[src/rtl/mem_access_ctrl.sv]
// -----------------------------------------------------------------------------
// mem_access_ctrl
//   Processor-side memory access controller sitting upstream of ram_256b.
//   Accepts one load/store request at a time, runs the RAM MFA/MFC handshake
//   (setup, assert MFA, wait MFC, release) and returns read data or an error.
//   RAM address/opcode/data are registered at accept and held stable for the
//   whole transaction; WAIT_MFC and RELEASE are bounded by a timeout.
//
// Ports
//   clk, rst_n        clock (rising edge), asynchronous active-low reset
//   req_valid/ready   request handshake, accepted when valid & ready
//   req_opcode        6-bit memory opcode
//   req_addr          byte address
//   req_wdata         store data, right-justified
//   resp_valid        one-cycle response strobe
//   resp_rdata        load data, zero-extended; 0 for stores and errors
//   resp_err          00 ok, 01 misaligned, 10 timeout, 11 bad opcode
//   busy              controller not idle
//   mem_mfa           memory function active to RAM
//   mem_opcode        opcode to RAM
//   mem_addr          address to RAM
//   mem_data_in       write data to RAM
//   mem_mfc           memory function complete from RAM (asynchronous)
//   mem_data_out      read data from RAM
// -----------------------------------------------------------------------------
module mem_access_ctrl #(
  parameter int unsigned ADDR_W      = 8,
  parameter int unsigned SETUP_CYC   = 3,
  parameter int unsigned TIMEOUT_CYC = 64,
  parameter int unsigned SYNC_STAGES = 2
) (
  input  logic              clk,
  input  logic              rst_n,
  input  logic              req_valid,
  output logic              req_ready,
  input  logic [5:0]        req_opcode,
  input  logic [ADDR_W-1:0] req_addr,
  input  logic [31:0]       req_wdata,
  output logic              resp_valid,
  output logic [31:0]       resp_rdata,
  output logic [1:0]        resp_err,
  output logic              busy,
  output logic              mem_mfa,
  output logic [5:0]        mem_opcode,
  output logic [ADDR_W-1:0] mem_addr,
  output logic [31:0]       mem_data_in,
  input  logic              mem_mfc,
  input  logic [31:0]       mem_data_out
);

  localparam logic [5:0] OP_SW = 6'h04;
  localparam logic [5:0] OP_SB = 6'h05;
  localparam logic [5:0] OP_SH = 6'h06;
  localparam logic [5:0] OP_LW = 6'h08;
  localparam logic [5:0] OP_LB = 6'h09;
  localparam logic [5:0] OP_LH = 6'h0A;

  localparam logic [1:0] ERR_OK    = 2'b00;
  localparam logic [1:0] ERR_ALIGN = 2'b01;
  localparam logic [1:0] ERR_TMO   = 2'b10;
  localparam logic [1:0] ERR_OPC   = 2'b11;

  localparam int unsigned SCW = (SETUP_CYC > 1) ? $clog2(SETUP_CYC) : 1;
  localparam int unsigned TCW = $clog2(TIMEOUT_CYC + 1);

  typedef enum logic [2:0] {
    S_IDLE,
    S_SETUP,
    S_WAIT_MFC,
    S_RELEASE,
    S_DONE
  } state_e;

  state_e              state_q, state_d;
  logic [5:0]          op_q;
  logic [ADDR_W-1:0]   addr_q;
  logic [31:0]         wdata_q;
  logic [31:0]         rdata_q;
  logic [1:0]          err_q;
  logic                mfa_q, mfa_d;
  logic [SCW-1:0]      setup_cnt_q, setup_cnt_d;
  logic [TCW-1:0]      tmo_cnt_q, tmo_cnt_d;
  logic [SYNC_STAGES-1:0] sync_q;

  logic        mfc_s;
  logic        accept;
  logic        req_bad_op;
  logic        req_misal;
  logic        setup_done;
  logic        tmo_hit;
  logic        mfc_hit;
  logic        op_is_load;
  logic [31:0] load_data;

  // ---------------------------------------------------------------------------
  // MFC synchronizer
  // ---------------------------------------------------------------------------
  always_ff @(posedge clk or negedge rst_n) begin
    if (!rst_n) begin
      sync_q <= '0;
    end else begin
      sync_q <= {sync_q[SYNC_STAGES-2:0], mem_mfc};
    end
  end

  assign mfc_s = sync_q[SYNC_STAGES-1];

  // ---------------------------------------------------------------------------
  // Request decode (bad opcode takes priority over misalignment)
  // ---------------------------------------------------------------------------
  always_comb begin
    req_bad_op = 1'b0;
    req_misal  = 1'b0;
    case (req_opcode)
      OP_SW, OP_LW: req_misal  = (req_addr[1:0] != 2'b00);
      OP_SH, OP_LH: req_misal  = req_addr[0];
      OP_SB, OP_LB: req_misal  = 1'b0;
      default:      req_bad_op = 1'b1;
    endcase
  end

  // Load size selection on the registered opcode
  always_comb begin
    op_is_load = 1'b0;
    load_data  = '0;
    case (op_q)
      OP_LW: begin
        op_is_load = 1'b1;
        load_data  = mem_data_out;
      end
      OP_LH: begin
        op_is_load = 1'b1;
        load_data  = {16'h0000, mem_data_out[15:0]};
      end
      OP_LB: begin
        op_is_load = 1'b1;
        load_data  = {24'h000000, mem_data_out[7:0]};
      end
      default: ;
    endcase
  end

  assign accept     = req_valid && (state_q == S_IDLE);
  assign setup_done = (setup_cnt_q == SCW'(SETUP_CYC - 1));
  assign tmo_hit    = (tmo_cnt_q == TCW'(TIMEOUT_CYC - 1));
  // MFC is only honoured once MFA is actually on the wire, so anything left in
  // the synchronizer from SETUP cannot complete the transaction early.
  assign mfc_hit    = mfa_q && mfc_s;

  // ---------------------------------------------------------------------------
  // FSM: state register
  // ---------------------------------------------------------------------------
  always_ff @(posedge clk or negedge rst_n) begin
    if (!rst_n) begin
      state_q <= S_IDLE;
    end else begin
      state_q <= state_d;
    end
  end

  // ---------------------------------------------------------------------------
  // FSM: next state
  // ---------------------------------------------------------------------------
  always_comb begin
    state_d = state_q;
    case (state_q)
      S_IDLE: begin
        if (accept) begin
          state_d = (req_bad_op || req_misal) ? S_DONE : S_SETUP;
        end
      end
      S_SETUP: begin
        if (setup_done) state_d = S_WAIT_MFC;
      end
      S_WAIT_MFC: begin
        if (mfc_hit || tmo_hit) state_d = S_RELEASE;
      end
      S_RELEASE: begin
        if (!mfc_s || tmo_hit) state_d = S_DONE;
      end
      S_DONE: begin
        state_d = S_IDLE;
      end
      default: state_d = S_IDLE;
    endcase
  end

  // ---------------------------------------------------------------------------
  // Counters and MFA register
  // ---------------------------------------------------------------------------
  always_comb begin
    setup_cnt_d = '0;
    tmo_cnt_d   = '0;
    if (state_d == state_q) begin
      if (state_q == S_SETUP) begin
        setup_cnt_d = setup_cnt_q + SCW'(1);
      end
      if ((state_q == S_WAIT_MFC) || (state_q == S_RELEASE)) begin
        tmo_cnt_d = (tmo_cnt_q == TCW'(TIMEOUT_CYC)) ? tmo_cnt_q : tmo_cnt_q + TCW'(1);
      end
    end
  end

  // MFA is registered: it rises at the end of the first WAIT_MFC cycle and
  // falls on the edge that leaves WAIT_MFC (MFC seen or timeout).
  assign mfa_d = (state_q == S_WAIT_MFC) && (state_d == S_WAIT_MFC);

  always_ff @(posedge clk or negedge rst_n) begin
    if (!rst_n) begin
      setup_cnt_q <= '0;
      tmo_cnt_q   <= '0;
      mfa_q       <= 1'b0;
    end else begin
      setup_cnt_q <= setup_cnt_d;
      tmo_cnt_q   <= tmo_cnt_d;
      mfa_q       <= mfa_d;
    end
  end

  // ---------------------------------------------------------------------------
  // Transaction registers
  // ---------------------------------------------------------------------------
  always_ff @(posedge clk or negedge rst_n) begin
    if (!rst_n) begin
      op_q    <= '0;
      addr_q  <= '0;
      wdata_q <= '0;
      rdata_q <= '0;
      err_q   <= ERR_OK;
    end else if (accept) begin
      op_q    <= req_opcode;
      addr_q  <= req_addr;
      wdata_q <= req_wdata;
      rdata_q <= '0;
      if (req_bad_op)     err_q <= ERR_OPC;
      else if (req_misal) err_q <= ERR_ALIGN;
      else                err_q <= ERR_OK;
    end else if (state_q == S_WAIT_MFC) begin
      if (mfc_hit) begin
        if (op_is_load) rdata_q <= load_data;
      end else if (tmo_hit) begin
        err_q   <= ERR_TMO;
        rdata_q <= '0;
      end
    end else if ((state_q == S_RELEASE) && mfc_s && tmo_hit) begin
      err_q   <= ERR_TMO;
      rdata_q <= '0;
    end
  end

  // ---------------------------------------------------------------------------
  // FSM: outputs
  // ---------------------------------------------------------------------------
  always_comb begin
    req_ready   = (state_q == S_IDLE);
    busy        = (state_q != S_IDLE);
    resp_valid  = (state_q == S_DONE);
    resp_rdata  = (state_q == S_DONE) ? rdata_q : '0;
    resp_err    = (state_q == S_DONE) ? err_q : ERR_OK;
    mem_mfa     = mfa_q;
    mem_opcode  = op_q;
    mem_addr    = addr_q;
    mem_data_in = wdata_q;
  end

endmodule
[config.mk]
export PLATFORM = sky130hd
export DESIGN_NAME = mem_access_ctrl
export DESIGN_NICKNAME = d
export VERILOG_FILES = /design/src/rtl/mem_access_ctrl.sv
export SDC_FILE = /design/constraint.sdc
export NUM_CORES = 1
export LEC_CHECK = 0
export CAP_MARGIN = 20
export CORE_ASPECT_RATIO = 0.6
export CORE_MARGIN = 2
export CORE_UTILIZATION = 43
export CTS_CLUSTER_SIZE = 10
export DETAILED_ROUTE_END_ITERATION = 10
export GPL_TIMING_DRIVEN = 0
export PLACE_DENSITY = 0.8
export SKIP_CTS_REPAIR_TIMING = 1
export SLEW_MARGIN = 20
export SYNTH_ARGS = -nofsm -noshare
export SYNTH_HDL_FRONTEND = slang
export SYNTH_SLANG_ARGS = --single-unit
[constraint.sdc]
create_clock -name clk -period 2.32 [get_ports clk]
set_input_delay 0.464 -clock clk [delete_from_list [all_inputs] [get_ports clk]]
set_output_delay 0.464 -clock clk [all_outputs]
set_load 0.02 [all_outputs]
==> results.yml <==
run_status:
  status: "completed"
worst_setup_path:
  worstReg2RegEnd: "rdata_q[28]"
  critPathRequiredTime_ns: 1.86
  cp.arrival_ns: 1.81
  worstPathMaxFanout: 10
  r2r-start: "state_q[0]"
  reg2regPathDepth: 6
  cp_slowest_cell: "dfrtp_1"
  slowest_delay_ns: 0.35
  path_cells: "buf_2 > nor3b_4 > buf_4 > buf_4 > and2_1 > dlymetal6s2s_1"
  cp-end-kind: "primary output"
  path_class: "reg2out"
  critPathLaunchType: "flip-flop"
  crit_path_frequent_cell: "buf_4"
  reg2reg_slack_ns: 0.34
clock_tree:
  clockBufferDepth: 2
  numCtsBuffers: 9
  cts_sinks: 95
  clk_latency_ns: 0.34
  h-tree-depth: 3
  clk_pin_slew_worst_paths_ns: 0.06
  cts_tree: "yes"
  cts_root_buf: "clkbuf_16"
logic_synthesis:
  synthXorXnorAreaFrac_pct: 1.30
  synth-simple-area-share_pct: 12.8
  synth_top_family_by_area: "multiplexers"
  synthDistinctLibCells: 38
  netlist_area_sq_um: 4040
  async_flop_share_pct: 100
  synth.area.mux_share_pct: 12.8
  syn-num-nets: 392
  synth_fa_ha_area_share_pct: 0.929
  yosys-top-cells-count: "dfrtp_1, mux2_2, and2_1"
  netlist_instances: 307
  synth-compound-area-share_pct: 10.0
  synth_area_leaders: "dfrtp_1, mux2_2, a22o_1, and2_1, mux2_1"
  synth_seq_area_share_pct: 58.9
  synth_ff_type: "dfrtp_1"
  yosysMostFrequentCell: "dfrtp_1"
  yosys.area.top_type: "dfrtp_1"
  yosys_warnings: 0
  yosysTopAreaCellShare_pct: 58.9
  ys_ff_latch: 95
  synth-edff-count: 0
  synth_area_per_cell_sq_um: 13.2
min_path:
  hp-class: "in2async"
drt:
  drc: 0
  ant_nets: 0
  wire_per_inst_microns: 16.7
  viasPerCell: 4.95
  via_count: 3079
  dr.pass1.iters: 4
  wirelength_mm: 10.4
  drtIter0Drc: 83
floorplanning:
  row_count: 27
  die_w_microns: 129
  fp.coreArea_sq_um: 9160
  die-area_sq_um: 10200
  num_io_pins: 166
  die_y_microns: 79.1
  start_util_pct: 44.1
global_routing:
  grt_use_met3_pct: 10.2
  grtUsageTotal_pct: 20.4
  gr-total-overflow: 0
  grt_max_degree: 55
  grt_first_pass_wirelength_mm: 15.8
  grt_antenna_before_repair: 0
  grt_pass1_vias: 3064
  busiest_layer: "met2"
  met1_usage_pct: 26.1
  met2_usage_pct: 31.1
power_and_ir_drop:
  finalPower_mw: 4.90
  p_leak_nw: 3.29
  power_density_nw_per_um2: 775
  vdd_drop_max_mv: 0.582
timing:
  finalSetupViolCount: 0
  slew_headroom_pct: 49.2
  min_period_over_period_pct: 98.1
  slew_viol_final: 0
  holdWs_ns: 0.0294
  min_period_ns: 2.27
  worst_pin_slew_ns: 0.743
  fmax_ghz: 0.440
  hold_viol: 0
  finalClockSkew_ns: 0.00480
placement:
  place.gp.congestion: 0.800
  placed_area_sq_um: 5880
  dp_hpwl_mm: 7.65
  port_buffers: 165
final_layout:
  final_area_sq_um: 6320
  diodes: 0
  fill_cells: 663
  areaGrowthSynthToFinish_pct: 56.6
  final_nets: 572
  layout-drive-gt1-share_pct: 17.1
  multi_input_area_sq_um: 1530
  final-seq-area_sq_um: 2380
job:
  maxCapViolCount: 0
==> how the worst max path moves through the flow <==
stage	endpoint	cells past startpoint	slack, ns	start
after global placement	mem_data_in[22]	1	-2.64	rst_n
after floorplan	resp_err[0]	4	0.38	state_q[0]
final	resp_rdata[13]	6	0.05	state_q[0]
after detailed placement	resp_rdata[8]	5	-0.39	state_q[0]
after global routing	resp_rdata[13]	6	-0.05	state_q[0]
after CTS	resp_rdata[8]	5	-0.77	state_q[0]
==> per-layer routing <==
layer  wire (microns)  up-vias
met5                0        -
met4               96        0
met3             1050        9
met2             4710      116
met1             4530     1511
li1                 -     1443
==> worst max-delay path, delay by kind of cell, from the launching register on <==
family | cells | cell delay (ns)
buffers and inverters | 4 | 0.78
flip-flops | 1 | 0.35
AND/OR/NAND/NOR | 2 | 0.33
==> registers in the layout, indices dropped and copies added, names as in the netlist <==
signal and count:
err_q 2, tmo_cnt_q 7, sync_q 2, rdata_q 32
mem_data_in 32, mem_addr 8, mem_mfa 1, mem_opcode 6
state_q 3, setup_cnt_q 2
==> layout make-up <==
class	instances	share of cell area, %
plain buffers	15	1.94
clock buffers	10	3.78
clock inverters	6	1.09
inverters	7	0.415
multi-input cells	190	24.3
flip-flops and latches	95	37.6
well taps	130	2.57
repair buffers	169	28.3
==> logic make-up after synthesis <==
logic type,Yosys count
DFF,95
and+or+nand+nor,84
AOI/OAI and AO/OA,51
muxes,46
buffers and inverters,22
xor gates and xnor gates,6
adders and majority gates,3
==> through the flow <==
step / setup WS, ns / utilization (%) / std cells / setup TNS, ns
after CTS: -0.769 / 67.6 / 619 / -22.50
final: 0.0451 / 69.1 / 622 / 0
after detailed placement: -0.391 / 64.2 / 603 / -9.38
after global placement: -2.64 / 63.9 / 602 / -259.58
after floorplan: 0.378 / - / 307 / 0
after global routing: -0.0496 / 69.1 / 622 / -0.105
==> power by group <==
part	total (mW)	leakage, nW	switching, mW	internal (mW)
combinational	1.38	1.95	0.640	0.738
sequential	2.01	1.21	0.135	1.87
clock	1.52	0.137	0.649	0.868
==> cells in the final DEF, fill, tap and decap left out, types with 3 or more instances in the layout <==
| master | count |
|---|---|
| inv_1 | 7 |
| nor3_2 | 3 |
| xnor2_1 | 3 |
| xor2_1 | 3 |
| buf_4 | 7 |
| clkinvlp_4 | 4 |
| clkdlybuf4s50_1 | 128 |
| buf_6 | 7 |
| dfrtp_1 | 94 |
| o21ai_0 | 7 |
| a22o_1 | 32 |
| clkbuf_16 | 9 |
| and2_1 | 36 |
| dlymetal6s2s_1 | 36 |
| ha_1 | 3 |
| buf_2 | 5 |
| a21oi_1 | 6 |
| nand2_1 | 8 |
| nor2_1 | 16 |
| mux2_2 | 38 |
| mux2_1 | 8 |
| or3_1 | 3 |
| nand3_1 | 3 |
Note: power is estimated with default switching activity, not from simulation.
